## src/rtl/i2c_pkg.sv

```systemverilog
// i2c_pkg: shared widths, FIFO depth, APB register offsets and the data word type.
package i2c_pkg;
  localparam int I2C_DWIDTH     = 32;
  localparam int I2C_FIFO_DEPTH = 16;
  localparam logic [7:0] I2C_ADDR_TX  = 8'd0;
  localparam logic [7:0] I2C_ADDR_RX  = 8'd4;
  localparam logic [7:0] I2C_ADDR_CFG = 8'd8;
  localparam logic [7:0] I2C_ADDR_TMO = 8'd12;
  typedef logic [I2C_DWIDTH-1:0] i2c_word_t;
endpackage

```

## src/rtl/i2c_fifo_mem.sv

```systemverilog
// i2c_fifo_mem: DEPTH x DWIDTH register array, one synchronous write port, one asynchronous read port.
module i2c_fifo_mem
  import i2c_pkg::*;
#(
  parameter int DWIDTH = I2C_DWIDTH,
  parameter int DEPTH  = I2C_FIFO_DEPTH
) (
  input  logic                     clk,
  input  logic                     we_i,
  input  logic [$clog2(DEPTH)-1:0] waddr_i,
  input  logic [DWIDTH-1:0]        wdata_i,
  input  logic [$clog2(DEPTH)-1:0] raddr_i,
  output logic [DWIDTH-1:0]        rdata_o
);
  logic [DWIDTH-1:0] mem_q [DEPTH];
  always_ff @(posedge clk) begin
    if (we_i) mem_q[waddr_i] <= wdata_i;
  end
  assign rdata_o = mem_q[raddr_i];
endmodule

```

## src/rtl/i2c_fifo.sv

```systemverilog
// i2c_fifo: first-word-fall-through FIFO between the APB front end and the I2C core.
// Occupancy lives in a count register; every flag decodes from it, so all are glitch-free.
module i2c_fifo
  import i2c_pkg::*;
#(
  parameter int DWIDTH   = I2C_DWIDTH,
  parameter int DEPTH    = I2C_FIFO_DEPTH,
  parameter int AF_LEVEL = 12,
  parameter int AE_LEVEL = 2
) (
  input  logic                   PCLK,
  input  logic                   PRESETn,
  input  logic                   wr_en,
  input  logic [DWIDTH-1:0]      wr_data,
  input  logic                   rd_en,
  output logic [DWIDTH-1:0]      rd_data,
  output logic                   full,
  output logic                   empty,
  output logic                   almost_full,
  output logic                   almost_empty,
  output logic [$clog2(DEPTH):0] count,
  output logic                   overflow,
  output logic                   underflow,
  input  logic                   clr_err
);
  localparam int AW = $clog2(DEPTH);
  typedef logic [AW-1:0] ptr_t;
  typedef logic [AW:0]   cnt_t;
  ptr_t wr_ptr_q, wr_ptr_d, rd_ptr_q, rd_ptr_d;
  cnt_t count_q, count_d;
  logic ovf_q, ovf_d, unf_q, unf_d, wr_ok, rd_ok;
  // A pop on a full FIFO frees its slot in the same edge, so the push is still taken.
  always_comb begin
    rd_ok    = rd_en & ~empty;
    wr_ok    = wr_en & (~full | rd_ok);
    wr_ptr_d = wr_ok ? wr_ptr_q + ptr_t'(1) : wr_ptr_q;
    rd_ptr_d = rd_ok ? rd_ptr_q + ptr_t'(1) : rd_ptr_q;
    count_d  = (wr_ok & ~rd_ok) ? count_q + cnt_t'(1) :
               (rd_ok & ~wr_ok) ? count_q - cnt_t'(1) : count_q;
    ovf_d    = (ovf_q & ~clr_err) | (wr_en & ~wr_ok);
    unf_d    = (unf_q & ~clr_err) | (rd_en & empty);
  end
  always_ff @(posedge PCLK) begin
    if (!PRESETn) begin
      wr_ptr_q <= '0;
      rd_ptr_q <= '0;
      count_q  <= '0;
      ovf_q    <= 1'b0;
      unf_q    <= 1'b0;
    end else begin
      wr_ptr_q <= wr_ptr_d;
      rd_ptr_q <= rd_ptr_d;
      count_q  <= count_d;
      ovf_q    <= ovf_d;
      unf_q    <= unf_d;
    end
  end
  assign full         = count_q == cnt_t'(DEPTH);
  assign empty        = count_q == '0;
  assign almost_full  = count_q >= cnt_t'(AF_LEVEL);
  assign almost_empty = count_q <= cnt_t'(AE_LEVEL);
  assign count        = count_q;
  assign overflow     = ovf_q;
  assign underflow    = unf_q;
  i2c_fifo_mem #(.DWIDTH(DWIDTH), .DEPTH(DEPTH)) u_mem (
    .clk    (PCLK),
    .we_i   (wr_ok),
    .waddr_i(wr_ptr_q),
    .wdata_i(wr_data),
    .raddr_i(rd_ptr_q),
    .rdata_o(rd_data)
  );
endmodule

```

## config.mk

```make
export PLATFORM = sky130hd
export DESIGN_NAME = i2c_fifo
export DESIGN_NICKNAME = d
export VERILOG_FILES = /design/src/rtl/i2c_pkg.sv /design/src/rtl/i2c_fifo_mem.sv /design/src/rtl/i2c_fifo.sv
export SDC_FILE = /design/constraint.sdc
export NUM_CORES = 1
export LEC_CHECK = 0
export ABC_AREA = 1
export CAP_MARGIN = 40
export CORE_ASPECT_RATIO = 1.2
export CORE_MARGIN = 2
export CORE_UTILIZATION = 57
export CTS_CLUSTER_DIAMETER = 60
export DETAILED_ROUTE_END_ITERATION = 8
export DONT_BUFFER_PORTS = 1
export PLACE_DENSITY = 0.75
export SLEW_MARGIN = 15
export SYNTH_ARGS = -nofsm -noshare
export SYNTH_HDL_FRONTEND = slang
export SYNTH_HIERARCHICAL = 1
export SYNTH_SLANG_ARGS = --single-unit
```

## constraint.sdc

```tcl
create_clock -name PCLK -period 2.88 [get_ports PCLK]
set_clock_uncertainty 0.2 [all_clocks]
set_input_delay 0.576 -clock PCLK [delete_from_list [all_inputs] [get_ports PCLK]]
set_output_delay 0.576 -clock PCLK [all_outputs]
set_load 0.02 [all_outputs]
```

---- Yosys cells after proc, flatten, opt, wreduce, memory -nomap -nowiden ----
Memories as Yosys holds them, arrays and structs flattened. A register that Yosys moved wholly into a read port is not among the register bits.
Cells that the tools add are included.
storage, ports and cells
  flip-flop bits (word level) ............. 15
  bits in latches ......................... 0
  memory bits (writable) .................. 512
  bits in read-only memories .............. 0
  bits of input ports ..................... 37
  output and inout port bits .............. 43
  word-level logic and storage cells ...... 37
  memories kept ........................... 1
operators by class
  $add $sub $neg .......................... 4
  multipliers ............................. 0
  div/mod/pow operators ................... 0
  magnitude comparators ................... 2
  equality and inequality tests ........... 1
  shifts and indexed selects .............. 0
  multiplexer cells ....................... 6
  bitwise operators ....................... 16
  reduce and logical (&&, ||, !) cells .... 2
memories
  memory       words  width  rd ports  clocked after memory_dff  wr ports  line                text
  u_mem.mem_q  16     32     1         1                         1         i2c_fifo_mem.sv:15  logic [DWIDTH-1:0] mem_q [DEPTH];
operator list
  cell                                                                                  count
  5-bit two-way mux                                                                     2
  4-bit by 1-bit adder with 4-bit output (second input constant)                        2
  1-bit bitwise AND                                                                     8
  4-bit two-way mux                                                                     2
  5-bit by 1-bit adder with 5-bit output (second input constant)                        1
  5-bit == test (second input constant)                                                 1
  5-bit by 4-bit greater-or-equal comparator with 1-bit output (second input constant)  1
  5-bit by 2-bit <= comparator with 1-bit output (second input constant)                1
  5-bit zero test                                                                       1
  1-bit NOT                                                                             5
  5-bit by 1-bit subtractor with 5-bit output (second input constant)                   1
  1-bit bitwise OR                                                                      3
  1-bit two-way mux                                                                     2
  2-bit nonzero test                                                                    1

---- Longest topological paths before layout ----
  depth in word-level cells ............... 9
  mapped depth ............................ 14
  gate-level depth less buffers ........... 14

---- Modules after synthesis ----
The synthesis kept the hierarchy.
modules (own cells, without submodules)
  module        instances  cells an instance  area an instance (sq um)  seq. area each (sq um)
  i2c_fifo_mem  1          2,088              22,089.9                  15,374.7
  i2c_fifo      1          119                887.1                     300.3

---- Least setup slack after synthesis ----
No wires, ideal clock.
  kind .................................... register to register
  start point ............................. register count_q[0], in the netlist count[0]
  end point ............................... memory u_mem/mem_q[12][0] (netlist name), enable pin
  library setup time ...................... 421 ps
  data arrival time ....................... 2,459 ps
  required time ........................... 2,259 ps
  setup slack ............................. -200 ps
  stages on the path, launching flop included .. 7
  path buffers ............................ 0
  period minus slack after synthesis ...... 3,080 ps
  cells stage by stage .................... dfxtp_1 > nor2_4 > nand4_4 > nand2_2 > inv_2 > nand3_1 > nor2_1
between the ends
  longest elaborated chain between the ends .. 7
  elaborated cells on any way between the ends .. 9
  those cells by class .................... eq/ne: 1; mux: 2; bitwise: 5; reduce/logical: 1
RTL lines
  item                                         line                text
  from (decl)                                  i2c_fifo.sv:30      cnt_t count_q, count_d;
  from (signal assigned)                       i2c_fifo.sv:53      count_q <= count_d;
  5-bit zero test                              i2c_fifo.sv:59      assign empty = count_q == '0;
  1-bit NOT                                    i2c_fifo.sv:34      rd_ok = rd_en & ~empty;
  1-bit bitwise AND                            i2c_fifo.sv:34
  1-bit bitwise OR (*)                         i2c_fifo.sv:35      wr_ok = wr_en & (~full | rd_ok);
  1-bit bitwise AND (*)                        i2c_fifo.sv:35
  via wr_ok                                    i2c_fifo.sv:31      logic ovf_q, ovf_d, unf_q, unf_d, wr_ok, rd_ok;
  1-bit two-way mux (*)                        i2c_fifo_mem.sv:17  if (we_i) mem_q[waddr_i] <= wdata_i;
  1-bit two-way mux (not written as such) (*)  i2c_fifo_mem.sv:17
  to (decl)                                    i2c_fifo_mem.sv:15
Mark *: on every way through the listed nets, which the timed path passes. The rest lies on a longest branch.

==> metrics.md <==
| Metric | Value |
|---|---|
| Pint | 14,500 µW |
| Main synth FF type | edfxtp_1 |
| IO Count | 80 |
| LEAKAGE | 0.0111 µW |
| Post-synth top area share | 66.9% |
| Fin. Hold Viols | 0 |
| Layout area overhead | 14.7% |
| Logic pwr share | 24.5% |
| Core ar. | 39,700 µm² |
| Final Setup Violations | 0 |
| TritonCTS clock tree | built |
| CP max stage delay | 460 ps |
| GPL Wtd Cong | 0.805 |
| Switching Fraction | 30.8% |
| Later-pin clock latency in the skew report | 570 ps |
| Critical path, cell by cell | buf_12, bufbuf_16, nand2_1, nand3_1, nand3_1, nand3_1, nand2_2 |
| Most used cell along the critical path | nand3_1 |
| Row cnt | 80 |
| Mapped Nets | 2,251 |
| Starting density of the core | 57.8% |
| Detail Route Antenna Nets | 0 |
| Max_cap viols | 0 |
| Status | complete, no violations |
| Clock transition at path regs | 60 ps |
| RR Startpoint | count[1] |
| Initial antenna violation count | 3 |
| Unrepaired setup endpoints after global routing | yes |
| Min-Delay Path Class | in2reg |
| Post-DP Area | 23,800 µm² |
| Fraction of registers with async set/reset | 0% |
| Highest clock rate | 0.351 GHz |
| Worst-path fanout max | 20 |
| Clock Power Share | 33.6% |
| FF+latch count, synth | 527 |
| Largest net degree at the start of global routing | 93 |
| CTS Root Buffer Type | clkbuf_16 |
| TritonRoute pass-1 iters | 5 |
| Final Instance Area | 26,400 µm² |
| Via count | 15.7k |
| RR Endpoint | count[4] |
| Starting DRT DRC Count | 1,938 |
| Htree depth | 2 |
| Synth area leaders | edfxtp_1 (67%), nand2_1 (12%), nand3_1 (8.6%) |
| Hold Path Depth | 2 |
| Endpoint class of the critical path | primary output |
| Post-layout nets | 2,306 |
| Clock sinks | 527 |
| Worst-Margin Slew | 710 ps |
| R2r setup slk | 310 ps |
| Post-layout util | 66.3% |
| Relative slew slack | 52.5% |
| Yosys warns | 6 |
| R2R depth | 13 |
| Max Root-Sink Buffers | 3 |
| Global Route Usage Sum | 26.6% |
| Crit path launch | rd_ptr_q[0] |
| Minimum clock period | 2850 ps |
| Number of global-route vias before repair | 15.6k |
| Area leader, netlist | edfxtp_1 |
| Final Max Tran Viols | 0 |
| Psw | 6450 µW |
| Synth cell types | 31 |
| Req. time, crit path | 2100 ps |
| Most frequent cells after synthesis | nand2_1 (704), edfxtp_1 (512), inv_1 (401) |
| Critical path's slowest cell | dfxtp_4 |
| Most frequent cell after synthesis | nand2_1 |
| GRT overflow | 0 |
| Vias per cell | 5.54 |
| Avg WL per Cell | 19.7 µm |
| Hpwl dp | 29.1 mm |
| Setup Crit Path Kind | reg2out |
| Worst Hold End | count[0] |
| Cell Area, Synth | 23,000 µm² |
| Num CTS Buffers | 51 |
| Die height | 224 µm |
| Die area | 41,900 µm² |
| Die width | 187 µm |
| Tcrit/Tclk final | 98.8% |
| Seq/Total Area, Yosys | 68.2% |
| I/O Buffers | 0 |
| Share of cells above drive strength 1 | 9.51% |
| Fillers | 2,784 |
| Residual DRC | 0 |
| Post-synthesis instance total | 2,207 |
| Final WL | 56.0 mm |
| Synth Area per Inst | 10.4 µm² |
| CP arrival | 2070 ps |
| Pwr per Cell Area | 796 nW/µm² |
| Maximum vdd drop | 0.641 mV |
| Hold wc startpoint | PRESETn |
| Sequential share of power | 41.9% |
| First-pass GRT wire length | 85.4 mm |
| Number of flops mapped to enable cells by yosys | 512 |
| Startpoint types | register |
==> sequential cells by signal, summed over array words and instances, names as in the netlist <==
signal	count
count	5
underflow	1
overflow	1
wr_ptr_q	4
rd_ptr_q	4
u_mem/mem_q	512
==> how the worst max path moves through the flow <==
stage / end / slack [ps]
after detailed placement: count[4] / 330
after floorplan: u_mem/mem_q[12][0] / -200
after global routing: rd_data[25] / -50
final: rd_data[0] / 30
after CTS: rd_data[30] / -10
after global placement: count[4] / 350
==> layout by cell type (no fill, tap or decap), types with 2 or more instances in the layout <==
cell type	n
a21oi_1	9
a21oi_2	3
buf_12	14
buf_16	10
buf_4	38
buf_6	3
bufbuf_16	2
bufinv_16	10
clkbuf_1	7
clkbuf_16	55
clkinv_1	10
clkinv_2	10
clkinvlp_4	3
dfxtp_1	11
dfxtp_4	3
dlygate4sd3_1	37
edfxtp_1	512
ha_1	6
inv_1	399
inv_2	6
inv_6	2
nand2_1	676
nand2_2	28
nand2_4	2
nand3_1	389
nand3_2	6
nand3b_1	3
nor2_1	12
nor2_4	18
o21ai_0	3
o21ai_1	3
xor2_1	4
==> kinds of logic (layout without fill, tap and decap cells) <==
group / Yosys count / after routing / share of synthesized area, %
AOI/OAI and AO/OA: 18 / 18 / 0.441
other: 0 / 1 / 0
xor gates and xnor gates: 5 / 5 / 0.191
and+or+nand+nor: 1137 / 1137 / 21.0
buffers and inverters: 513 / 609 / 9.73
adders and majority gates: 7 / 7 / 0.414
DFF: 527 / 527 / 68.2
==> layer usage <==
| metal | track usage [%] | share of wire [%] | up-vias |
|---|---|---|---|
| li1 | - | - | 7248 |
| met1 | 34.2 | 38 | 7495 |
| met2 | 45.4 | 50 | 829 |
| met3 | 4.70 | 9.7 | 134 |
| met4 | 10.0 | 2.9 | 6 |
| met5 | 0 | 0.068 | - |
==> power groups by stage <==
stage          logic (µW)  clock network, µW  registers (µW)
2_1_floorplan        3510                  0            8910
3_3_place_gp         4300                  0            8940
3_5_place_dp         4420                  0            8950
4_1_cts              4870               7110            8780
5_1_grt              5610               7410            8800
6_report             5140               7050            8780
==> timing repair <==
item / in CTS / in global routing
resized for setup: 17 / 36
buffers inserted: 2 / 2
cloned: 4 / 2
endpoints found under the hold margin: 521 / 0
hold buffers: 37 / 0
setup endpoints to repair: 30 / 31
pin swaps: 1 / 4
==> cell type report <==
cell class | instances | area [µm²] | share of cell area [%]
inverter | 408 | 1550 | 5.89
antenna | 1 | 2.50 | 0.00949
tap | 533 | 667 | 2.53
multi-input combinational | 1167 | 5290 | 20.1
sequential | 527 | 15700 | 59.5
timing repair buffer | 107 | 1380 | 5.22
clock buffer | 60 | 1350 | 5.13
clock inverter | 34 | 432 | 1.64
==> critical path: cells and delay by family, from the launching register on <==
| family | cells | cell delay [ps] |
|---|---|---|
| simple gates | 5 | 590 |
| flops | 1 | 460 |
| buf+inv | 2 | 450 |
==> metrics by stage <==
| stage | setup WS (ps) | TNS [ps] | power [µW] | instances | hold slack [ps] |
|---|---|---|---|---|---|
| 4_1_cts | -13.8 | -33.3 | 20800 | 2832 | 8.12 |
| 3_5_place_dp | 326 | 0 | 13400 | 2695 | 340 |
| 6_report | 34.8 | 0 | 21000 | 2837 | 20.8 |
| 3_3_place_gp | 353 | 0 | 13200 | 2695 | 330 |
| 2_1_floorplan | -200 | -76220 | 12400 | 2207 | 280 |
| 5_1_grt | -54.3 | -316 | 21800 | 2836 | 34.2 |
(Power assumes the default switching activity.)
